==> src/rtl/hash_fold.sv <==
// Multi-cycle folding hash: splits a key into HASH_W-bit segments and folds them
// into a HASH_W-bit index by end-around-carry addition or XOR, with a per-request seed.
module hash_fold #(
    parameter int unsigned KEY_W       = 64,
    parameter int unsigned HASH_W      = 10,
    parameter int unsigned DATA_W      = 32,
    parameter int unsigned SEG_PER_CYC = 2
) (
    input  logic              clk,
    input  logic              rst,
    input  logic              start_i,
    input  logic [KEY_W-1:0]  key_i,
    input  logic              mode_i,
    input  logic [HASH_W-1:0] seed_i,
    output logic              busy_o,
    output logic              hash_ready_o,
    output logic [DATA_W-1:0] hash_val_o
);

    localparam int unsigned NSEG  = (KEY_W + HASH_W - 1) / HASH_W;
    localparam int unsigned NFOLD = (NSEG + SEG_PER_CYC - 1) / SEG_PER_CYC;
    localparam int unsigned ACC_W = HASH_W + $clog2(NSEG + 2);
    localparam int unsigned PAD_W = NSEG * HASH_W;
    localparam int unsigned HI_W  = ACC_W - HASH_W;
    localparam int unsigned IDX_W = $clog2(NFOLD * SEG_PER_CYC + 1);

    typedef enum logic [1:0] {
        S_FREE   = 2'd0,
        S_FOLD   = 2'd1,
        S_REDUCE = 2'd2,
        S_DONE   = 2'd3
    } state_t;

    state_t            state_q, state_d;
    logic [KEY_W-1:0]  key_q, key_d;
    logic              mode_q, mode_d;
    logic [ACC_W-1:0]  acc_q, acc_d;
    logic [IDX_W-1:0]  idx_q, idx_d;
    logic              busy_q, busy_d;
    logic              ready_q, ready_d;
    logic [DATA_W-1:0] val_q, val_d;

    logic [PAD_W-1:0]  key_pad;
    logic [ACC_W-1:0]  seg_sum;
    logic [HASH_W-1:0] seg_xor;
    logic [ACC_W-1:0]  acc_fold;
    logic [HI_W-1:0]   acc_hi;
    logic              last_group;

    // Combine the segments of the current group [idx, idx+SEG_PER_CYC) clipped to NSEG
    always_comb begin
        key_pad = PAD_W'(key_q);
        seg_sum = '0;
        seg_xor = '0;
        for (int unsigned i = 0; i < NSEG; i++) begin
            if (i >= 32'(idx_q) && i < 32'(idx_q) + SEG_PER_CYC) begin
                seg_sum = seg_sum + ACC_W'(key_pad[i*HASH_W +: HASH_W]);
                seg_xor = seg_xor ^ key_pad[i*HASH_W +: HASH_W];
            end
        end
        last_group = (32'(idx_q) + SEG_PER_CYC >= NSEG);
        acc_fold   = mode_q ? (acc_q ^ ACC_W'(seg_xor)) : (acc_q + seg_sum);
        acc_hi     = acc_q[ACC_W-1:HASH_W];
    end

    // Next-state and registered-output logic
    always_comb begin
        state_d = state_q;
        key_d   = key_q;
        mode_d  = mode_q;
        acc_d   = acc_q;
        idx_d   = idx_q;
        busy_d  = busy_q;
        ready_d = ready_q;
        val_d   = val_q;
        case (state_q)
            S_FREE: begin
                if (start_i) begin
                    key_d   = key_i;
                    mode_d  = mode_i;
                    acc_d   = ACC_W'(seed_i);
                    idx_d   = '0;
                    ready_d = 1'b0;
                    busy_d  = 1'b1;
                    state_d = S_FOLD;
                end
            end
            S_FOLD: begin
                acc_d = acc_fold;
                idx_d = idx_q + IDX_W'(SEG_PER_CYC);
                if (last_group) begin
                    if (mode_q) begin
                        val_d   = DATA_W'(acc_fold[HASH_W-1:0]);
                        ready_d = 1'b1;
                        busy_d  = 1'b0;
                        state_d = S_DONE;
                    end else begin
                        state_d = S_REDUCE;
                    end
                end
            end
            S_REDUCE: begin
                // End-around carry: fold overflow bits back into the low word
                if (acc_hi != '0) begin
                    acc_d = ACC_W'(acc_q[HASH_W-1:0]) + ACC_W'(acc_hi);
                end else begin
                    val_d   = DATA_W'(acc_q[HASH_W-1:0]);
                    ready_d = 1'b1;
                    busy_d  = 1'b0;
                    state_d = S_DONE;
                end
            end
            S_DONE: begin
                if (!start_i) begin
                    state_d = S_FREE;
                end
            end
            default: begin
                busy_d  = 1'b0;
                state_d = S_FREE;
            end
        endcase
    end

    always_ff @(posedge clk or negedge rst) begin
        if (!rst) begin
            state_q <= S_FREE;
            key_q   <= '0;
            mode_q  <= 1'b0;
            acc_q   <= '0;
            idx_q   <= '0;
            busy_q  <= 1'b0;
            ready_q <= 1'b0;
            val_q   <= '0;
        end else begin
            state_q <= state_d;
            key_q   <= key_d;
            mode_q  <= mode_d;
            acc_q   <= acc_d;
            idx_q   <= idx_d;
            busy_q  <= busy_d;
            ready_q <= ready_d;
            val_q   <= val_d;
        end
    end

    assign busy_o       = busy_q;
    assign hash_ready_o = ready_q;
    assign hash_val_o   = val_q;

endmodule

==> config.mk <==
export PLATFORM = sky130hd
export DESIGN_NAME = hash_fold
export DESIGN_NICKNAME = d
export VERILOG_FILES = /design/src/rtl/hash_fold.sv
export SDC_FILE = /design/constraint.sdc
export NUM_CORES = 1
export LEC_CHECK = 0
export ABC_CLOCK_PERIOD_IN_PS = 8500
export BUFFER_PORTS_ARGS = -buffer_cell sky130_fd_sc_hd__buf_2
export CORE_AREA = 5 5 179 216
export DETAILED_ROUTE_END_ITERATION = 8
export DIE_AREA = 0 0 184 221
export PLACE_DENSITY_LB_ADDON = 0.25
export SETUP_SLACK_MARGIN = 0.15
export SLEW_MARGIN = 30
export SYNTH_ARGS = -nofsm -noshare
export SYNTH_HDL_FRONTEND = slang
export SYNTH_SLANG_ARGS = --single-unit
==> constraint.sdc <==
create_clock -name clk -period 8.5 [get_ports clk]
set_input_delay 0.85 -clock clk [delete_from_list [all_inputs] [get_ports clk]]
set_output_delay 0.85 -clock clk [all_outputs]
set_load 0.01 [all_outputs]
# After elaboration in Yosys (flattened, before gate mapping)

Cells that the tools add are included.

Register bits: 119
Input bits: 78
ROM bits: 0
Logic and storage cells: 107
Latch bits: 0
Bits in writable memories: 0
Output and inout port bits: 34
Memories: 0

Mux-type cells: 40
Reduce and logical (&&, ||, !) cells: 18
Add/sub/neg operators: 10
Bitwise logic cells: 7
Equality and inequality tests: 9
Div/mod/pow operators: 0
Magnitude comparators: 15
Shift operators: 0
Multiply operators: 0

Operators with widths:

| kind                                                              | count |
|---|---|
| 2-to-1 mux 14 bit                                                 | 8 |
| < comparator 3 x 32 -> 1 bit (first input constant)               | 3 |
| 2-to-1 mux 32 bit                                                 | 3 |
| 2-to-1 mux 10 bit                                                 | 8 |
| < comparator 1 x 32 -> 1 bit (first input constant)               | 2 |
| < comparator 2 x 32 -> 1 bit (first input constant)               | 2 |
| one-hot mux 32 bit (2 select lines)                               | 1 |
| adder 14 x 10 -> 14 bit                                           | 4 |
| XOR 10 bit                                                        | 5 |
| one-hot mux 14 bit (3 select lines)                               | 1 |
| adder 14 bit                                                      | 1 |
| adder 14 x 4 -> 14 bit                                            | 1 |
| XOR 14 x 10 -> 14 bit                                             | 1 |
| greater-or-equal comparator 3 x 4 -> 1 bit (first input constant) | 3 |
| != test 2 bit (second input constant)                             | 6 |
| adder 10 x 10 -> 11 bit                                           | 1 |
| adder 10 x 4 -> 11 bit                                            | 1 |
| 2-to-1 mux 11 bit                                                 | 1 |
| XOR 10 x 4 -> 10 bit                                              | 1 |
| 2-to-1 mux 1 bit                                                  | 9 |
| greater-or-equal comparator 1 x 4 -> 1 bit (first input constant) | 2 |
| greater-or-equal comparator 2 x 4 -> 1 bit (first input constant) | 2 |
| 2-to-1 mux 2 bit                                                  | 4 |
| one-hot mux 2 bit (4 select lines)                                | 1 |
| 17 further kinds                                                  | 28 |

# Longest topological paths before layout

Depth in word-level cells: 21
Gate-level depth with buffers: 46
Depth with buffers taken out: 43

# Worst setup path after synthesis

No wires, ideal clock.

Path kind: register to register
Start: register idx_q[3]
End: register acc_q[13]
Required time: 8.368 ns
Library setup time: 0.132 ns
Arrival: 9.062 ns
Period minus slack after synthesis: 9.194 ns
Buffers on the path: 3
Cell stages (with the launch flop): 40
Slack: -0.694 ns
Cells stage by stage: dfrtp_1 -> clkbuf_1 -> nor3_1 -> clkbuf_1 -> clkbuf_1 -> and2_1 -> ha_1 -> fa_1 -> and2_1 -> fa_1 -> a21o_1 -> a21oi_1 -> o21bai_1 -> a211oi_1 -> o31ai_1 -> ha_1 -> or3_1 -> o21ai_0 -> [... 4 more ...] -> o21ai_0 -> xor2_1 -> a21boi_0 -> ha_1 -> nand2_1 -> o31ai_1 -> xnor2_1 -> a22o_1 -> nor4_1 -> xnor2_1 -> ha_1 -> or3_1 -> or3_1 -> a2111o_1 -> o311ai_0 -> or2_2 -> nand4bb_1 -> nand3_1

Cells in the longest elaborated chain, start to end: 19
Elaborated cells on any way between the ends: 38
Classes of those cells: 8 x add/sub; 14 x order compare; 9 x mux; 7 x reduce/logical

RTL lines:

| element                               | line | RTL |
|---|---|---|
| from (decl)                           | 38   | `logic [IDX_W-1:0] idx_q, idx_d;` |
| from (signal assigned)                | 140  | `idx_q <= idx_d;` |
| adder 4 x 2 -> 5 bit                  | 56   | `if (i >= 32'(idx_q) && i < 32'(idx_q) + SEG_PER_CYC) begin` |
| < comparator 1 x 32 -> 1 bit          | 56   |  |
| logical AND 1 bit                     | 56   |  |
| 2-to-1 mux 10 bit                     | 56   |  |
| adder 10 x 10 -> 11 bit               | 57   | `seg_sum = seg_sum + ACC_W'(key_pad[i*HASH_W +: HASH_W]);` |
| 2-to-1 mux 11 bit                     | 56   |  |
| adder 14 x 10 -> 14 bit               | 57   |  |
| 2-to-1 mux 14 bit                     | 56   |  |
| [... 3 more ...]                      | n/a  |  |
| 2-to-1 mux 14 bit                     | 56   |  |
| adder 14 x 10 -> 14 bit               | 57   |  |
| 2-to-1 mux 14 bit                     | 56   |  |
| adder 14 x 4 -> 14 bit                | 57   |  |
| 2-to-1 mux 14 bit *                   | 56   |  |
| adder 14 bit *                        | 62   | `acc_fold = mode_q ? (acc_q ^ ACC_W'(seg_xor)) : (acc_q + seg_sum);` |
| 2-to-1 mux 14 bit *                   | 62   |  |
| one-hot mux 14 bit (3 select lines) * | 76   | `case (state_q)` |
| to (signal assigned)                  | 130  | `acc_q <= '0;` |
| to (signal assigned)                  | 139  | `acc_q <= acc_d;` |
| to (decl)                             | 37   | `logic [ACC_W-1:0] acc_q, acc_d;` |

Mark *: on every way between the ends. The rest lies on a longest branch, timed or not.
A chain may end at the register's enable or synchronous reset.

# Worst setup path after layout

Start: register idx_q[1]
End: register acc_q[13]

Same word-level chain as after synthesis.

==> run_results.csv <==
group,metric,value,unit
run_status,status,"completed",
worst_setup_path,cpPeakStageDelay,0.50,ns
sta,fmax,120.3,MHz
grt,grt_antenna_before_repair,1,
worst_setup_path,rr_endpoint,"acc_q[13]",
sta,min_period,8.313,ns
worst_setup_path,path_max_fanout,4,
drt,num_vias,7777,
worst_setup_path,startpoint_type,"flop",
sta,fin_worst_skew,0.01405,ns
drt,drtAntennaViolNets,0,
floorplan,start_util,0.2461,
place,hpwlAfterDp,20850,um
clocking,clock_latency,0.35,ns
floorplan,die_area,40660,um2
final_layout,drive_gt1_frac,0.2970,
final_layout,area_growth,24.96,%
sta,layout_setup_ws,0.1871,ns
floorplan,num_rows,77,
grt,grt_max_degree,66,
logic_synthesis,seq_area_frac_synth,0.2681,
sta,hold_viol,0,
final_layout,diodes,0,
drt,drt-initial-drc-count,350,
clocking,cts_root_buf,"clkbuf_16",
drt,first_pass_iters,5,
clocking,clock_sinks,96,
place,gp_congestion,0.8022,
floorplan,coreArea,36420,um2
grt,grt.total_usage,0.1289,
worst_hold_path,worstHoldPathCells,2,
worst_setup_path,crit_top_cell,"ha_2",
logic_synthesis,syn_area,8961,um2
logic_synthesis,ys_warn_count,0,
job,drv_cap,0,
drt,wl_per_cell,16.18,um
drt,drc,0,
final_layout,final_area,11200,um2
logic_synthesis,synth-seq-cells,96,
drt,viasPerCell,4.745,
place,placement.cell_area,10130,um2
sta,rsz0062_at_grt,"true",
worst_setup_path,r2r_start,"idx_q[1]",
worst_hold_path,whs_endpoint,"hash_val_o[2]",
sta,slew_headroom,0.3826,
place,dp_slack,-0.08418,ns
worst_hold_path,hold_start,"hash_val_o[2]",
logic_synthesis,synth.distinct_cells,74,
logic_synthesis,ys_dominant_reg_cell,"dfrtp_1",
logic_synthesis,async_flop_share,1.000,
clocking,cts_made_buffers,9,
worst_setup_path,critical_path_arrival,8.55,ns
final_layout,nets,1325,
worst_setup_path,reg2reg_depth,37,
sta,final_max_slew_viol_count,0,
clocking,clk_path_buf_depth,2,
worst_setup_path,slowest_stage,"or4_4",
floorplan,die_x,184,um
sta,fin_hold_ws,0.4720,ns
worst_setup_path,crit_path_start,"idx_q[1]",
worst_setup_path,endpoint_kind,"flop",
clocking,htreeDepth,3,
worst_setup_path,cp.required,8.74,ns
grt,grt_pass1_vias,7907,
floorplan,ioPinCount,112,
logic_synthesis,synth-edff-count,0,
place,dp_cells,1581,
clocking,clk_pin_slew,0.08,ns
clocking,cts_tree,"yes",
place,portBuffers,89,
sta,setup_violations,0,
drt,drt-total-wl,26520,um
worst_setup_path,critical_path_class,"flop to flop",
logic_synthesis,synth_cells,1018,
sta,finalCritPeriodShare,0.9780,
floorplan,die_y,221,um
final_layout,fin_cells,1639,
worst_hold_path,hp-class,"flop to flop",
grt,globalRouteOverflowTotal,0,
sta,tightest_slew,0.9261,ns
grt,grt_pass1_wl,42090,um
worst_setup_path,r2r_slack,0.19,ns
logic_synthesis,synth_area_per_cell,8.803,um2
## layout make-up
type | count | area [um2]
Fill cell | 3886 | 25220
Multi-Input combinational cell | 850 | 6696
Sequential cell | 96 | 2402
Timing Repair Buffer | 169 | 1069
Tap cell | 474 | 593.1
Clock buffer | 11 | 252.7
Inverter | 35 | 131.4
Clock inverter | 4 | 53.80
## flip-flops by register name, indices dropped and copies added, names as in the netlist
name	count
acc_q	14
busy_o	1
hash_ready_o	1
hash_val_o	10
idx_q	3
key_q	64
mode_q	1
state_q	2
## how the worst max path moves through the flow
stage / slack (ns) / cells after the start / end
2_1_floorplan: 0.16 / 43 / acc_q[13]
3_3_place_gp: -0.05 / 38 / acc_q[13]
3_5_place_dp: -0.08 / 38 / acc_q[13]
4_1_cts: 0.16 / 39 / acc_q[13]
5_1_grt: -0.18 / 37 / acc_q[13]
6_report: 0.19 / 37 / acc_q[13]
## routing by layer
metal,wire length (um),share of wire,track usage,vias to the layer above
li1,-,-,-,3914
met1,12280,0.46,0.1688,3696
met2,13010,0.49,0.2240,145
met3,836,0.032,0.01560,22
met4,397,0.015,0.03317,0
met5,0,0,0,-
## what timing repair did
item | 4_1_cts | 5_1_grt
gates resized for setup | 39 | 55
hold buffers | 0 | 0
endpoints found under the setup margin | 1 | 8
pin swaps | 33 | 45
setup buffers | 26 | 17
## cell usage after synthesis (all sizes together) (4+ instances only)
master  number  area, um2
a21oi       61      305.3
nor2        68      255.2
a22oi        4      30.03
nor4         7      43.79
o21a         9      67.56
o211a        6      60.06
nand4        4      25.02
o21ai       73      365.4
nand2b      16      100.1
ha          78      975.9
a21o        16      120.1
mux2i       10      100.1
dfrtp       96       2402
or2         11      68.82
nand2       91      341.6
buf         27      185.2
nor3b        4      30.03
mux2        68      765.7
xnor2       63      570.6
a211oi      11      87.58
nor3        24      120.1
fa           8      160.2
nand3       19      95.09
a221oi       6      52.55
or3         13      81.33
o211ai      14      105.1
o31ai       13      97.59
xor2        37      324.1
and3         6      37.54
and2        20      127.6
inv         35      131.4
a21boi       5      37.54
nor2b       10      62.56
o21bai       6      45.04
clkbuf      31      116.4
## through the flow
stage / util / setup TNS, ns
after floorplan: - / 0
after global routing: 0.3075 / -0.1777
after detailed placement: 0.2783 / -0.08418
final: 0.3075 / 0
after CTS: 0.2961 / 0
after global placement: 0.2783 / -0.04504
## cells by family (layout without fill, tap and decap cells)
| kind of cell | Yosys count | count (layout) | share of synthesized area |
|---|---|---|---|
| AO/OA/AOI/OAI | 264 | 264 | 0.1960 |
| XOR/XNOR | 101 | 101 | 0.1025 |
| adder cells (fa/ha/maj) | 86 | 86 | 0.1268 |
| buffers and inverters | 93 | 219 | 0.04831 |
| flip-flops | 96 | 96 | 0.2681 |
| multiplexers | 78 | 78 | 0.09662 |
| other | 1 | 22 | 0.0004185 |
| AND/OR/NAND/NOR | 299 | 299 | 0.1613 |
## cell usage in the layout, fill, tap and decap left out, types with 6 or more instances in the layout
master     instances
o31ai_1            9
or2_2              8
nand2_1           89
a21oi_1           52
buf_4             78
nand3_1           18
buf_2             88
mux2_2            68
ha_4               8
nand2b_1          16
inv_1             35
nor2b_1           10
clkbuf_16          9
o21ai_0           57
o211a_1            6
a221oi_1           6
conb_1            22
o211ai_1          14
nor3_1            19
or3_1             10
a21o_1            16
ha_1              60
dfrtp_1           96
xor2_1            37
nor2_1            65
o21ai_1            9
mux2i_1           10
a21oi_2            7
fa_1               6
and2_1            15
ha_2              10
xnor2_1           62
o21a_1             9
a211oi_2           6
## critical path: cells and delay by family (launching register included)
family	cells	cell delay [ns]
fa+ha+maj	7	1.80
buf+inv	2	0.28
simple gates	12	3.02
xor+xnor	3	0.50
flops	1	0.42
compound gates	13	2.15
Power is left out: the tool's default activity adds up to more than one toggle a clock period on the data nets, which glitch-free logic cannot reach.
